**src/rtl/ssp_pkg.sv**
```systemverilog
// Shared constants and FSM encoding for the SSP receive path.
package ssp_pkg;

    localparam int DATA_W = 8;
    localparam int DEPTH  = 4;
    localparam int AW     = 2;

    // Receive sequencer states
    typedef enum logic [1:0] {
        IDLE  = 2'd0,
        SHIFT = 2'd1,
        PUSH  = 2'd2
    } rx_state_e;

endpackage

```
**src/rtl/ssp_rx_shifter.sv**
```systemverilog
// SSPCLKIN rising-edge detect, bit counter and MSB-first shift register.
// The shifter only runs while shift_en_i is high; the bit counter is held at
// zero otherwise so every frame starts counting from bit 0.
module ssp_rx_shifter #(
    parameter int DATA_W = 8
) (
    input  logic              pclk_i,
    input  logic              clear_i,
    input  logic              sspclkin_i,
    input  logic              rxd_i,
    input  logic              shift_en_i,
    output logic              rise_o,
    output logic              byte_done_o,
    output logic [DATA_W-1:0] rx_byte_o
);

    localparam int CW = $clog2(DATA_W);

    logic              clk_d_q;
    logic [CW-1:0]     bit_cnt_q, bit_cnt_d;
    logic [DATA_W-1:0] sr_q, sr_d;

    assign rise_o      = sspclkin_i & ~clk_d_q;
    assign byte_done_o = shift_en_i & rise_o & (bit_cnt_q == CW'(DATA_W - 1));
    assign rx_byte_o   = sr_q;

    // Shift in one bit per serial clock rise; counter wraps to 0 after the last bit
    always_comb begin
        bit_cnt_d = bit_cnt_q;
        sr_d      = sr_q;
        if (!shift_en_i) begin
            bit_cnt_d = '0;
        end else if (rise_o) begin
            sr_d      = {sr_q[DATA_W-2:0], rxd_i};
            bit_cnt_d = bit_cnt_q + 1'b1;
        end
    end

    // Edge-detect delay, counter and shift register
    always_ff @(posedge pclk_i) begin
        if (clear_i) begin
            clk_d_q   <= 1'b0;
            bit_cnt_q <= '0;
            sr_q      <= '0;
        end else begin
            clk_d_q   <= sspclkin_i;
            bit_cnt_q <= bit_cnt_d;
            sr_q      <= sr_d;
        end
    end

endmodule

```
**src/rtl/ssp_rx_ctrl.sv**
```systemverilog
// SSP receive sequencer: frames serial bytes, writes them into an external
// DEPTH-entry RAM and serves processor reads from it.
// Handshake: a push happens in the single PUSH cycle when there is room (or a
// pop frees room in the same cycle); a pop happens in any cycle with
// PSEL & !PWRITE while the buffer is non-empty, and PRDATA updates on that edge.
module ssp_rx_ctrl
    import ssp_pkg::*;
#(
    parameter int DATA_W = ssp_pkg::DATA_W,
    parameter int DEPTH  = ssp_pkg::DEPTH,
    parameter int AW     = ssp_pkg::AW
) (
    input  logic              PCLK,
    input  logic              CLEAR,
    input  logic              PSEL,
    input  logic              PWRITE,
    input  logic              SSPCLKIN,
    input  logic              SSPFSSIN,
    input  logic              SSPRXD,
    input  logic [DATA_W-1:0] ram_rdata,
    output logic              ram_we,
    output logic [AW-1:0]     ram_waddr,
    output logic [DATA_W-1:0] ram_wdata,
    output logic [AW-1:0]     ram_raddr,
    output logic [DATA_W-1:0] PRDATA,
    output logic              SSPRXINTR,
    output logic              rx_overrun
);

    localparam logic [AW:0] FULL = (AW + 1)'(DEPTH);

    rx_state_e         state_q, state_d;
    logic              armed_q, armed_d;
    logic [AW-1:0]     wr_ptr_q, rd_ptr_q;
    logic [AW:0]       count_q, count_d;
    logic [DATA_W-1:0] prdata_q;
    logic              intr_q, overrun_q;

    logic              rise, byte_done, shift_en;
    logic [DATA_W-1:0] rx_byte;
    logic              pop, accept, push;

    ssp_rx_shifter #(.DATA_W(DATA_W)) u_shifter (
        .pclk_i      (PCLK),
        .clear_i     (CLEAR),
        .sspclkin_i  (SSPCLKIN),
        .rxd_i       (SSPRXD),
        .shift_en_i  (shift_en),
        .rise_o      (rise),
        .byte_done_o (byte_done),
        .rx_byte_o   (rx_byte)
    );

    assign shift_en = (state_q == SHIFT);
    assign pop      = PSEL & ~PWRITE & (count_q != '0);
    assign accept   = (count_q != FULL) | pop;
    assign push     = (state_q == PUSH) & accept;

    // Next state: frame start in IDLE, collect bits in SHIFT, one-cycle PUSH
    always_comb begin
        state_d = state_q;
        armed_d = armed_q;
        case (state_q)
            IDLE:    if (rise && SSPFSSIN) state_d = SHIFT;
            SHIFT:   if (byte_done) begin
                         state_d = PUSH;
                         armed_d = SSPFSSIN;
                     end
            PUSH:    state_d = armed_q ? SHIFT : IDLE;
            default: state_d = IDLE;
        endcase
    end

    // Occupancy: simultaneous push and pop leave it unchanged
    always_comb begin
        count_d = count_q;
        case ({push, pop})
            2'b10:   count_d = count_q + 1'b1;
            2'b01:   count_d = count_q - 1'b1;
            default: count_d = count_q;
        endcase
    end

    // State, pointers, occupancy, read data and status flags
    always_ff @(posedge PCLK) begin
        if (CLEAR) begin
            state_q   <= IDLE;
            armed_q   <= 1'b0;
            wr_ptr_q  <= '0;
            rd_ptr_q  <= '0;
            count_q   <= '0;
            prdata_q  <= '0;
            intr_q    <= 1'b0;
            overrun_q <= 1'b0;
        end else begin
            state_q <= state_d;
            armed_q <= armed_d;
            count_q <= count_d;
            intr_q  <= (count_d == FULL);
            if (push) wr_ptr_q <= wr_ptr_q + 1'b1;
            if (pop) begin
                rd_ptr_q <= rd_ptr_q + 1'b1;
                prdata_q <= ram_rdata;
            end
            if ((state_q == PUSH) && !accept) overrun_q <= 1'b1;
        end
    end

    assign ram_we     = push;
    assign ram_waddr  = wr_ptr_q;
    assign ram_wdata  = rx_byte;
    assign ram_raddr  = rd_ptr_q;
    assign PRDATA     = prdata_q;
    assign SSPRXINTR  = intr_q;
    assign rx_overrun = overrun_q;

endmodule
```
**config.mk**
```make
export PLATFORM = sky130hd
export DESIGN_NAME = ssp_rx_ctrl
export DESIGN_NICKNAME = d
export VERILOG_FILES = /design/src/rtl/ssp_pkg.sv /design/src/rtl/ssp_rx_shifter.sv /design/src/rtl/ssp_rx_ctrl.sv
export SDC_FILE = /design/constraint.sdc
export NUM_CORES = 1
export LEC_CHECK = 0
export CAP_MARGIN = 20
export CORE_ASPECT_RATIO = 0.6
export CORE_MARGIN = 1.5
export CORE_UTILIZATION = 30
export DETAILED_ROUTE_END_ITERATION = 8
export PLACE_DENSITY_LB_ADDON = 0.25
export REMOVE_ABC_BUFFERS = 1
export SLEW_MARGIN = 20
export SYNTH_ARGS = -nofsm -noshare
export SYNTH_HDL_FRONTEND = slang
export SYNTH_SLANG_ARGS = --single-unit
```
**constraint.sdc**
```tcl
create_clock -name PCLK -period 2.5 [get_ports PCLK]
set_input_delay 0.5 -clock PCLK [delete_from_list [all_inputs] [get_ports PCLK]]
set_output_delay 0.5 -clock PCLK [all_outputs]
set_load 0.02 [all_outputs]
```
==> results.toml <==
[run_status]
outcome = "finished clean"

[drt]
route.vias.total = 1185
vias_per_cell = 4.61
drt_pre_antenna_iters = 4
drt_wl_total_microns = 3100
post-route-drc-count = 0
initialDrtViolationCount = 36
routed_wire_length_per_instance_microns = 12.1
postRouteAntennaNets = 0

[clock_tree]
clkTransAtPathRegs_ps = 70
numClockSinks = 32
clock_tree_from_tritoncts = "done"
htree_num_levels = 2
cts_buffer_depth = 2
clk_root_buffer_cell = "sky130_fd_sc_hd__clkbuf_8"
clk_latency_ps = 280
cts_buffers = 5

[power]
ir_drop_mv = 0.199
power.share.sequential_pct = 53.1
total_switching_power_uw = 203
switching_portion_of_total_power_pct = 20.9
power.combinational.fraction_pct = 5.6
power.internal_uw = 769
clock_share_of_power_pct = 41.3
leakagePower_nw = 0.643
power_density_nw_per_um2 = 517

[grt]
overall_overflow_remaining_after_global_route = 0
antenna_violations_before_repair = 0
grt_pass1_vias = 1076
grt_use_total_pct = 13.7
grt_max_degree = 30
first_pass_grt_wire_length_microns = 4810

[critical_path]
max_fanout_on_critical_path = 2
crit_type = "in -> reg"
reg2reg_from = "count_q[0]$_SDFF_PP0_"
critical_path.startpoint_type = "input pin"
endpoint_kind = "flop"
cp.arrival_ps = 2520
cell_count_of_the_worst_reg_to_reg_path = 6
r2r_slack_ps = 410
data_required_time_at_the_worst_endpoint_ps = 2700
regToRegEndpoint = "SSPRXINTR$_SDFF_PP0_"

[die]
core_region_area_sq_um = 4190
pin_count = 38
die_height_microns = 54.7
die-area_sq_um = 4880
die_x_microns = 89.2
placementRows = 18
initial_core_util_pct = 31.9

[logic_synthesis]
synth_cells = 154
post_synth.cell_area_avg_sq_um = 8.68
post-synth-top-area-cell = "sky130_fd_sc_hd__dfxtp_1"
synth_seq_area_share_pct = 47.9
synth_top_area_share_pct = 47.9
syn_area_sq_um = 1340
synth-seq-cells = 32
ys_types = 35
area_contributors_post_synth = "sky130_fd_sc_hd__dfxtp_1 (48%), sky130_fd_sc_hd__nand2_1 (10%), sky130_fd_sc_hd__a21oi_1 (7.9%), sky130_fd_sc_hd__nor2_1 (3.1%), sky130_fd_sc_hd__nand3_1 (2.2%)"
count_of_synthesis_stage_warnings_from_yosys = 0

[sta]
fin_ws_ps = 180
rsz0062_at_grt = "false"
post-route-min-period_ps = 2320
clock.fmax_mhz = 431
finalSetupTns_ps = 0
timing.final.crit_share_pct = 92.8
final_hold_violation_count = 0
timing.final.max_slew_violations = 0
final-setup-viol-count = 0
max-slew-margin-rel_pct = 75.6
timing.clock.skew_ps = 6.59
timing_worst_slew_pin_value_ps = 366

[place]
dpl.hpwl_microns = 2340
finalWeightedCongestion = 0.834
placed_area_sq_um = 1790
number_of_buffer_cells_added_on_primary_ports = 37
placement.setup.worst_slack_ps = -102

[layout]
fraction_of_layout_cells_with_a_size_suffix_above_1_pct = 9.14
design.final.nets = 214
layout-area-overhead-vs-synth_pct = 40.5
antenna_cell_count = 0
final_design_area_no_fill_sq_um = 1880

[worst_hold_path]
hold_path_end = "PRDATA[5]$_SDFFE_PP0P_"
min_path_type = "reg -> reg"
worst_hold_path.num_cells = 2
hp-start = "PRDATA[5]$_SDFFE_PP0P_"

[run]
max_cap_violations = 0
cells in the mapped netlist:
master                      count
sky130_fd_sc_hd__nand2_1       37
sky130_fd_sc_hd__dfxtp_1       32
sky130_fd_sc_hd__a21oi_1       21
sky130_fd_sc_hd__nor2_1        11
sky130_fd_sc_hd__nand3_1        6
sky130_fd_sc_hd__clkbuf_1       4
sky130_fd_sc_hd__nor2b_1        4
sky130_fd_sc_hd__a21o_1         3
sky130_fd_sc_hd__buf_2          3
sky130_fd_sc_hd__xnor2_1        3
sky130_fd_sc_hd__a31oi_1        2
sky130_fd_sc_hd__ha_1           2
sky130_fd_sc_hd__inv_1          2
sky130_fd_sc_hd__mux2i_1        2
sky130_fd_sc_hd__xor2_1         2
sky130_fd_sc_hd__a21boi_1       1
sky130_fd_sc_hd__a221oi_2       1
sky130_fd_sc_hd__a311o_1        1
sky130_fd_sc_hd__a311oi_1       1
sky130_fd_sc_hd__and2_1         1
sky130_fd_sc_hd__and4bb_2       1
sky130_fd_sc_hd__buf_6          1
sky130_fd_sc_hd__fa_1           1
sky130_fd_sc_hd__nand2b_1       1
sky130_fd_sc_hd__nand2b_4       1
sky130_fd_sc_hd__nand3b_1       1
sky130_fd_sc_hd__nor3_1         1
sky130_fd_sc_hd__nor4_1         1
sky130_fd_sc_hd__o2111ai_1      1
sky130_fd_sc_hd__o211ai_1       1
sky130_fd_sc_hd__o211ai_2       1
sky130_fd_sc_hd__or3_1          1
sky130_fd_sc_hd__or3_4          1
sky130_fd_sc_hd__or3b_1         1
sky130_fd_sc_hd__or3b_2         1
layout make-up:
type | count | area, sq um
fillers | 418 | 2310
multi-input cells | 112 | 647
flip-flops and latches | 32 | 641
repair buffers | 43 | 418
clock buffers | 8 | 90.1
well taps | 60 | 75.1
inverters | 2 | 7.51
per-layer routing:
layer	share of wire (%)	vias up	wire length, microns	GRT usage [%]
met2	48	25	1500	22.7
met3	4.2	5	130	4.52
li1	-	603	-	-
met1	46	552	1430	16.1
met4	1.2	0	36	7.69
met5	0	-	0	0
cells by family after synthesis:
kind of cell | after synthesis | share of synthesized area (%)
and+or+nand+nor | 69 | 24.5
buffers and inverters | 10 | 3.65
AOI/OAI and AO/OA | 33 | 15.7
muxes | 2 | 1.50
adders and majority gates | 3 | 3.37
xor gates and xnor gates | 5 | 3.28
DFF | 32 | 47.9
worst max-delay path, cell delays in order:
cell and delay [ps]:
sky130_fd_sc_hd__clkdlybuf4s50_1 470, sky130_fd_sc_hd__nor2b_1 190, sky130_fd_sc_hd__nand3_1 140, sky130_fd_sc_hd__fa_1 390, sky130_fd_sc_hd__or3_1 400, sky130_fd_sc_hd__a21o_1 190
sky130_fd_sc_hd__a221oi_2 240
worst max path at each step:
stage,start,end,slack [ps]
finish,PSEL,SSPRXINTR$_SDFF_PP0_,180
global route,PSEL,count_q[2]$_SDFF_PP0_,30
CTS,PWRITE,ram_we,50
detailed placement,PSEL,SSPRXINTR$_SDFF_PP0_,-100
global placement,PSEL,SSPRXINTR$_SDFF_PP0_,-60
floorplan,PSEL,SSPRXINTR$_SDFF_PP0_,30
sequential cells by signal, summed over array words and instances (netlist names), 2 cells and up:
signal,count
PRDATA,8
count_q,3
ram_raddr,2
ram_waddr,2
state_q,2
u_shifter.bit_cnt_q,3
u_shifter.rx_byte_o,8
stage by stage:
stage / hold slack [ps] / util, % / std cells / power [mW]
5_1_grt: 477 / 44.8 / 257 / 1.02
3_5_place_dp: 450 / 42.6 / 249 / 0.582
3_3_place_gp: 442 / 42.6 / 249 / 0.580
2_1_floorplan: 431 / - / 146 / 0.543
6_report: 454 / 44.8 / 257 / 0.971
4_1_cts: 459 / 44.8 / 257 / 0.985
cells in the final DEF, fill, tap and decap left out, types with 3 or more instances in the layout:
| master | Yosys | final |
|---|---|---|
| sky130_fd_sc_hd__xnor2_1 | 3 | 3 |
| sky130_fd_sc_hd__nand3_1 | 6 | 6 |
| sky130_fd_sc_hd__clkbuf_8 | 0 | 6 |
| sky130_fd_sc_hd__a21o_1 | 3 | 3 |
| sky130_fd_sc_hd__nand2_1 | 37 | 37 |
| sky130_fd_sc_hd__nor2b_1 | 4 | 4 |
| sky130_fd_sc_hd__dfxtp_1 | 32 | 32 |
| sky130_fd_sc_hd__nor2_1 | 11 | 11 |
| sky130_fd_sc_hd__a21oi_1 | 21 | 21 |
| sky130_fd_sc_hd__buf_4 | 0 | 6 |
| sky130_fd_sc_hd__clkdlybuf4s50_1 | 0 | 36 |
power by group through the flow:
stage | Clock [mW] | Sequential (mW) | Combinational [mW]
global route | 0.444 | 0.516 | 0.0594
detailed placement | 0 | 0.527 | 0.0547
floorplan | 0 | 0.527 | 0.0163
finish | 0.401 | 0.516 | 0.0548
CTS | 0.415 | 0.515 | 0.0554
global placement | 0 | 0.527 | 0.0538
timing repair:
action	CTS	global route
hold buffers	0	0
buffers inserted	0	0
resized for setup	0	1
setup endpoints to repair	0	1
No activity file was read; power rests on OpenSTA's default activity.
